`src/rtl/mem_test_seq.sv`:
```
// Sequencer that repeatedly resets and runs an AXI memory tester, counting completed and failed iterations.
// Optional per-iteration watchdog enabled by defining MEM_TEST_SEQ_TIMEOUT_EN.
module mem_test_seq #(
  parameter int NUM_ITERS      = 16,
  parameter int RESET_CYCLES   = 4,
  parameter int TIMEOUT_CYCLES = 65536
) (
  input  logic        clk,
  input  logic        rst_n,
  input  logic        start,
  input  logic        stop,
  output logic        tester_rst_n,
  input  logic        tester_done,
  input  logic        tester_pass,
  output logic        busy,
  output logic        done,
  output logic        pass,
  output logic [15:0] iter_cnt,
  output logic [15:0] fail_cnt,
  output logic        timeout_seen
);

  typedef enum logic [1:0] {
    S_IDLE,
    S_RESET,
    S_RUN,
    S_DONE
  } state_t;

  localparam logic [15:0] LP_NUM_ITERS = 16'(NUM_ITERS);
  localparam logic [7:0]  LP_RST_LAST  = 8'(RESET_CYCLES - 1);
  localparam bit          LP_BOUNDED   = (NUM_ITERS != 0);

  state_t      r_state;
  logic [7:0]  r_rst_cnt;
  logic [15:0] r_iter;
  logic [15:0] r_fail;
  logic        r_stop_req;
  logic        r_trst_n;
  logic        r_busy;
  logic        r_done;
  logic        r_pass;

  logic        w_timeout;
  logic        w_complete;
  logic        w_failed;
  logic        w_tmo_fail;
  logic [15:0] w_iter_inc;
  logic [15:0] w_fail_inc;
  logic [15:0] w_fail_next;
  logic        w_last;

`ifdef MEM_TEST_SEQ_TIMEOUT_EN
  localparam logic [31:0] LP_TMO_LAST = 32'(TIMEOUT_CYCLES - 1);

  logic [31:0] r_wdog;
  logic        r_tmo;

  // Watchdog is held at zero outside RUN so every RUN entry starts from a clean count.
  always_ff @(posedge clk) begin
    if (!rst_n || r_state != S_RUN) begin
      r_wdog <= '0;
    end else begin
      r_wdog <= r_wdog + 32'd1;
    end
  end

  assign w_timeout    = (r_wdog == LP_TMO_LAST);
  assign timeout_seen = r_tmo;
`else
  logic w_unused_timeout;

  assign w_unused_timeout = ^TIMEOUT_CYCLES;
  assign w_timeout        = 1'b0;
  assign timeout_seen     = 1'b0;
`endif

  // Completion priority: tester failure, then tester done, then watchdog expiry.
  assign w_complete  = !tester_pass || tester_done || w_timeout;
  assign w_failed    = !tester_pass || (!tester_done && w_timeout);
  assign w_tmo_fail  = tester_pass && !tester_done && w_timeout;
  assign w_iter_inc  = (r_iter == 16'hFFFF) ? r_iter : r_iter + 16'd1;
  assign w_fail_inc  = (r_fail == 16'hFFFF) ? r_fail : r_fail + 16'd1;
  assign w_fail_next = w_failed ? w_fail_inc : r_fail;
  assign w_last      = (LP_BOUNDED && (w_iter_inc == LP_NUM_ITERS)) || r_stop_req || stop;

  always_ff @(posedge clk) begin
    if (!rst_n) begin
      r_state    <= S_IDLE;
      r_rst_cnt  <= '0;
      r_iter     <= '0;
      r_fail     <= '0;
      r_stop_req <= 1'b0;
      r_trst_n   <= 1'b0;
      r_busy     <= 1'b0;
      r_done     <= 1'b0;
      r_pass     <= 1'b0;
`ifdef MEM_TEST_SEQ_TIMEOUT_EN
      r_tmo      <= 1'b0;
`endif
    end else begin
      case (r_state)
        S_IDLE, S_DONE: begin
          if (start) begin
            r_state    <= S_RESET;
            r_rst_cnt  <= '0;
            r_iter     <= '0;
            r_fail     <= '0;
            r_stop_req <= 1'b0;
            r_trst_n   <= 1'b0;
            r_busy     <= 1'b1;
            r_done     <= 1'b0;
            r_pass     <= 1'b0;
`ifdef MEM_TEST_SEQ_TIMEOUT_EN
            r_tmo      <= 1'b0;
`endif
          end
        end
        S_RESET: begin
          if (stop) begin
            r_stop_req <= 1'b1;
          end
          if (r_rst_cnt == LP_RST_LAST) begin
            r_state  <= S_RUN;
            r_trst_n <= 1'b1;
          end else begin
            r_rst_cnt <= r_rst_cnt + 8'd1;
          end
        end
        S_RUN: begin
          if (stop) begin
            r_stop_req <= 1'b1;
          end
          if (w_complete) begin
            r_iter    <= w_iter_inc;
            r_fail    <= w_fail_next;
            r_trst_n  <= 1'b0;
            r_rst_cnt <= '0;
`ifdef MEM_TEST_SEQ_TIMEOUT_EN
            if (w_tmo_fail) begin
              r_tmo <= 1'b1;
            end
`endif
            // The in-flight iteration is always counted before honouring a stop request.
            if (w_last) begin
              r_state <= S_DONE;
              r_busy  <= 1'b0;
              r_done  <= 1'b1;
              r_pass  <= (w_fail_next == 16'd0);
            end else begin
              r_state <= S_RESET;
            end
          end
        end
        default: begin
          r_state <= S_IDLE;
        end
      endcase
    end
  end

  assign tester_rst_n = r_trst_n;
  assign busy         = r_busy;
  assign done         = r_done;
  assign pass         = r_pass;
  assign iter_cnt     = r_iter;
  assign fail_cnt     = r_fail;

`ifndef MEM_TEST_SEQ_TIMEOUT_EN
  logic w_unused_tmo_flag;
  assign w_unused_tmo_flag = w_tmo_fail;
`endif

endmodule

```
`config.mk`:
```
export PLATFORM = sky130hd
export DESIGN_NAME = mem_test_seq
export DESIGN_NICKNAME = d
export VERILOG_FILES = /design/src/rtl/mem_test_seq.sv
export SDC_FILE = /design/constraint.sdc
export NUM_CORES = 1
export LEC_CHECK = 0
export BUFFER_PORTS_ARGS = -buffer_cell sky130_fd_sc_hd__buf_2
export CORE_MARGIN = 1
export CORE_UTILIZATION = 54
export CTS_BUF_LIST = sky130_fd_sc_hd__clkbuf_2 sky130_fd_sc_hd__clkbuf_4 sky130_fd_sc_hd__clkbuf_8
export DETAILED_ROUTE_END_ITERATION = 7
export HOLD_SLACK_MARGIN = 0.02
export PLACE_DENSITY_LB_ADDON = 0.08
export SYNTH_ARGS = -nofsm -noshare
export SYNTH_HDL_FRONTEND = slang
export SYNTH_SLANG_ARGS = --single-unit
```
`constraint.sdc`:
```
create_clock -name clk -period 2.2 [get_ports clk]
set_input_delay 0.11 -clock clk [delete_from_list [all_inputs] [get_ports clk]]
set_output_delay 0.11 -clock clk [all_outputs]
set_load 0.1 [all_outputs]
```
### After elaboration in Yosys (flattened, before gate mapping)

Cells that the tools add are included.

* word-level logic and storage cells: 72
* register bits: 47
* output and inout port bits: 37

* mux-type cells: 33
* reduce and logical (&&, ||, !) cells: 14
* equality and inequality tests: 13
* add/sub/neg operators: 3

Operators by type and width (count)
* 2-to-1 mux 16 bit: 6
* one-hot mux 16 bit (2 select lines): 2
* adder 16 x 1 -> 16 bit (second input constant): 2
* equality test 16 bit (second input constant): 2
* 2-to-1 mux 8 bit: 3
* one-hot mux 8 bit (3 select lines): 1
* equality test 16 x 5 -> 1 bit (second input constant): 1
* zero test 16 bit: 1
* 2-to-1 mux 1 bit: 11
* inequality test 2 bit (second input constant): 5
* AND reduction 3 bit: 3
* adder 8 x 1 -> 8 bit (second input constant): 1
* equality test 8 x 2 -> 1 bit (second input constant): 1
* 2-to-1 mux 2 bit: 4
* one-hot mux 1 bit (2 select lines): 4
* one-hot mux 2 bit (3 select lines): 1
* equality test 2 bit (second input constant): 2
* AND reduction 4 bit: 1
* OR reduction 2 bit: 2
* logical OR 1 bit: 3
* one-hot mux 1 bit (3 select lines): 1
* equality test 2 x 1 -> 1 bit (second input constant): 1
* zero test 2 bit: 1
* inequality test 2 x 1 -> 1 bit (second input constant): 1
* 3 further kinds: 3

### Depth between registers and ports, before layout

* depth after elaboration: 8
* depth in mapped cells: 11
* depth with buffers taken out: 9

### Least setup slack after synthesis

No wires, ideal clock.

* kind: reg2reg
* start point: reg r_iter[3] (netlist: iter_cnt[3])
* end point: reg r_busy (netlist: busy)
* period minus slack after synthesis: 3.018 ns
* buffers on the path: 1
* setup slack: -0.818 ns
* cell stages (with the launch flop): 9
* data arrival time: 2.904 ns
* cells stage by stage: dfxtp_1 clkbuf_1 nand4_1 or4_1 xor2_1 nand4_1 o31ai_1 a21boi_0 o21a_1

* word-level cells in the longest chain between the ends: 7
* elaborated cells between the ends (all ways): 8
* those cells by class: add/sub: 1; eq/ne: 3; mux: 1; reduce/logical: 3

Ends and longest elaborated chain
* start: declaration: RTL line 36 `logic [15:0] r_iter;`
* start signal: assignment: RTL line 135 `r_iter <= w_iter_inc;`
* adder 16 x 1 -> 16 bit or equality test 16 bit (tied branches): RTL line 82 `assign w_iter_inc = (r_iter == 16'hFFFF) ? r_iter : r_iter + 16'd1;`
* 2-to-1 mux 16 bit (*): RTL line 82
* equality test 16 x 5 -> 1 bit (*): RTL line 85 `assign w_last = (LP_BOUNDED && (w_iter_inc == LP_NUM_ITERS)) || r_stop_req || stop;`
* logical OR 1 bit (*) (2 in series): RTL line 85
* inequality test 2 bit (no source line) (*)
* AND reduction 4 bit (no source line) (*)
* end signal: assignment: RTL line 95 `r_busy <= 1'b0;`
* end signal: assignment: RTL line 111 `r_busy <= 1'b1;`
* end signal: assignment: RTL line 147 `r_busy <= 1'b0;`
* end: declaration: RTL line 40 `logic r_busy;`

Every way passes the cells marked *; elsewhere a longest branch is shown, timed or not.
A chain may end at the register's enable or synchronous reset.

### Final worst setup path

* start point: reg r_fail[9] (netlist: fail_cnt[9])
* end point: reg r_pass (netlist: pass)

* word-level cells in the longest chain between the ends: 7
* elaborated cells between the ends (all ways): 8
* those cells by class: add/sub: 1; eq/ne: 1; mux: 5; reduce/logical: 1

Ends and longest elaborated chain
* start: declaration: RTL line 37 `logic [15:0] r_fail;`
* start signal: assignment: RTL line 136 `r_fail <= w_fail_next;`
* adder 16 x 1 -> 16 bit or equality test 16 bit (tied branches): RTL line 83 `assign w_fail_inc = (r_fail == 16'hFFFF) ? r_fail : r_fail + 16'd1;`
* 2-to-1 mux 16 bit: RTL line 83
* 2-to-1 mux 16 bit (*): RTL line 84 `assign w_fail_next = w_failed ? w_fail_inc : r_fail;`
* zero test 16 bit (*): RTL line 149 `r_pass <= (w_fail_next == 16'd0);`
* 2-to-1 mux 1 bit (*): RTL line 145 `if (w_last) begin`
* 2-to-1 mux 1 bit (*): RTL line 134 `if (w_complete) begin`
* one-hot mux 1 bit (2 select lines) (*): RTL line 102 `case (r_state)`
* end signal: assignment: RTL line 149
* end: declaration: RTL line 42 `logic r_pass;`

Every way passes the cells marked *; elsewhere a longest branch is shown, timed or not. The select of a mux whose other input is x is not followed.

==> results.cfg <==
[timing]
setup_viol_count_final = 0
drv_slew = 0
fin_crit_ps = 2121
fin_skew_ps = 7.107
hold_viol = 0
rsz0062_at_grt = false
finalCritPeriodShare = 0.9641
tns_ps = 0
fmax_mhz = 471.5

[global_route]
gr-total-overflow = 0
antenna_found_initial = 0
grtUsageTotal = 0.3031
grt_pass1_wl_um = 14720
grt_pass1_vias = 3029
grt_start_max_net_pins = 27

[drt]
drt_iter0_drc = 219
wirelength_um = 8792
vias = 3372
firstDrtPassIters = 4
drc = 0
wl_per_cell_um = 16.04
ant_nets = 0
post_drt_via_cell_ratio = 6.153

[min_path]
min_path_type = in -> reg
min_delay_path_depth = 3
hold_path.startpoint = stop

[cells_and_area]
n_fill_cell = 461
regArea_mm2 = 0.001032
n_antenna_cell = 0
area_delta_synth_final_pct = 26.23
drive_above_1_share = 0.3172
fin_util = 0.7096
multi_input_area_mm2 = 0.002101
fin_nets = 487
design_area_mm2 = 0.003908

[die]
io_pins = 43
rows = 27
die_w_um = 77.71
dieArea_mm2 = 0.006039
initial_utilization = 0.5621
coreArea_mm2 = 0.005507
die_h_um = 77.71

[logic_synthesis]
synthTopCellsByArea = dfxtp_1 30%, o21ai_0 5.2%, nand2_1 4.7%, a21oi_1 4.2%, nor2_1 4.1%
synth_ff_type = dfxtp_1
avgSynthCellArea_um2 = 7.513
ys_seq_area_frac = 0.3040
yosys.area.top_type = dfxtp_1
synth_warnings = 0
synth_seq_cells = 47
yosysTopAreaCellShare = 0.3040
synthCells = 412
synth_common_cells = 47 x dfxtp_1, 39 x nand2_1, 34 x nor2_1
synth_cell_type_count = 54
syn_nets = 424
synth.most_common_cell = dfxtp_1
netlist_area_mm2 = 0.003095
synth_edf_count = 0
async_flop_share = 0

[worst_setup_path]
crit_buf_inv = 0
worstSetupPathType = reg -> reg
crit_path_end_kind = flop
cp_slowest_stage_delay_ps = 450
crit_required_ps = 2440
cpMaxStageDelayCell = or3_4
crit_chain = nand4_4 -> or3_4 -> o31ai_2 -> nand4_1 -> nor4_2 -> o2111ai_1 -> mux2i_1
critical_path.top_delay_family = simple AND/OR/NAND/NOR gates
critPathArrivalTime_ps = 2360
start_kind = flop
worstReg2RegStart = fail_cnt[9]$_SDFFE_PN0P_
startpoint = fail_cnt[9]$_SDFFE_PN0P_
path_max_fanout = 8
cp.depth = 7
rr_worst_depth = 7

[clock_network]
cts_buffer_depth = 2
numCtsBuffers = 5
cts_hold_buf = 0
clock-sinks = 47
htree_levels = 2
clkTransAtPathRegs_ps = 90
cts.root.buffer_cell = clkbuf_8
clock_latency_ps = 300
cts_tree = built

[placed_design]
place_congestion = 0.9501
hpwl_um = 6400
portBuffers = 41
placed_area_mm2 = 0.003682

[pwr]
power.leakage_uw = 0.001611
ir_worst_vdd_v = 0.0009965
power.density_mw_per_mm2 = 765.3

[run]
cap_violations = 0

[status]
status = finished, final reports clean
through the flow:
step	hold slack, ps	std cells	total power, uW	setup WS [ps]
detailed placement	412.4	536	2305	-159.9
global placement	416.8	536	2276	-37.07
floorplan	273.1	412	1835	-134.0
finish	93.59	548	2991	79.05
global route	112.1	548	3156	2.984
CTS	91.74	544	2966	9.593
worst paths after layout:
kind	slack [ps]	end
max	80	pass$_SDFFE_PN0P_
min	90	r_stop_req$_SDFFE_PN0P_
max reg2reg	80	pass$_SDFFE_PN0P_
min reg2reg	470	tester_rst_n$_SDFFE_PN0P_
power breakdown:
group          leakage (uW)  internal [uW]  switching [uW]  total, uW
combinational       0.00115            473             922       1390
sequential         0.000402            889            50.7        939
clock             0.0000591            353             304        656
kinds of logic (layout without fill, tap and decap cells):
logic type               count (synthesis)  after routing  synth area share
XOR/XNOR                                10             10           0.02830
multiplexers                             3              3          0.009701
AO/OA/AOI/OAI                          118            118            0.2498
other                                    1              1          0.001211
buffers and inverters                   35             99           0.04648
adder cells (fa/ha/maj)                  6              6           0.02425
AND/OR/NAND/NOR                        192            192            0.3363
flip-flops                              47             47            0.3040
area by class of cell:
| class | count | area share |
|---|---|---|
| multi-input combinational | 330 | 0.5376 |
| tap | 72 | 0.02305 |
| sequential | 47 | 0.2642 |
| clock inverter | 2 | 0.009286 |
| clock buffer | 6 | 0.01953 |
| timing repair buffer | 82 | 0.1377 |
| inverter | 9 | 0.008646 |
state kept, by name, indices dropped and copies added, names as in the netlist:
signal	flops
fail_cnt	16
iter_cnt	16
r_rst_cnt	8
r_state	2
busy	1
done	1
pass	1
r_stop_req	1
tester_rst_n	1
placed cells by master, fill, tap and decap left out, types with 14 or more instances in the layout:
cell type / n
nand2_1: 38
dfxtp_4: 20
nand3_1: 18
nor3_1: 15
dfxtp_1: 14
o21ai_0: 32
nor2b_1: 15
a21oi_1: 26
buf_4: 39
buf_2: 41
nor2_1: 33
nand4_1: 15
routing by layer:
metal / vias to the layer above / global-route usage / share of wire
li1: 1660 / - / -
met1: 1589 / 0.4351 / 0.47
met2: 109 / 0.4549 / 0.45
met3: 14 / 0.05882 / 0.064
met4: 0 / 0.09057 / 0.017
met5: - / 0 / 0
tightest hold or removal path: stages:
cell and delay [ps]:
buf_2 90, a22oi_1 70, nor2b_1 100
timing repair:
item | CTS | global route
cloned | 0 | 0
buffers inserted | 0 | 4
pin swaps | 0 | 6
resized for setup | 4 | 16
endpoints found under the setup margin | 2 | 10
Note: power is estimated with default switching activity, not from simulation.
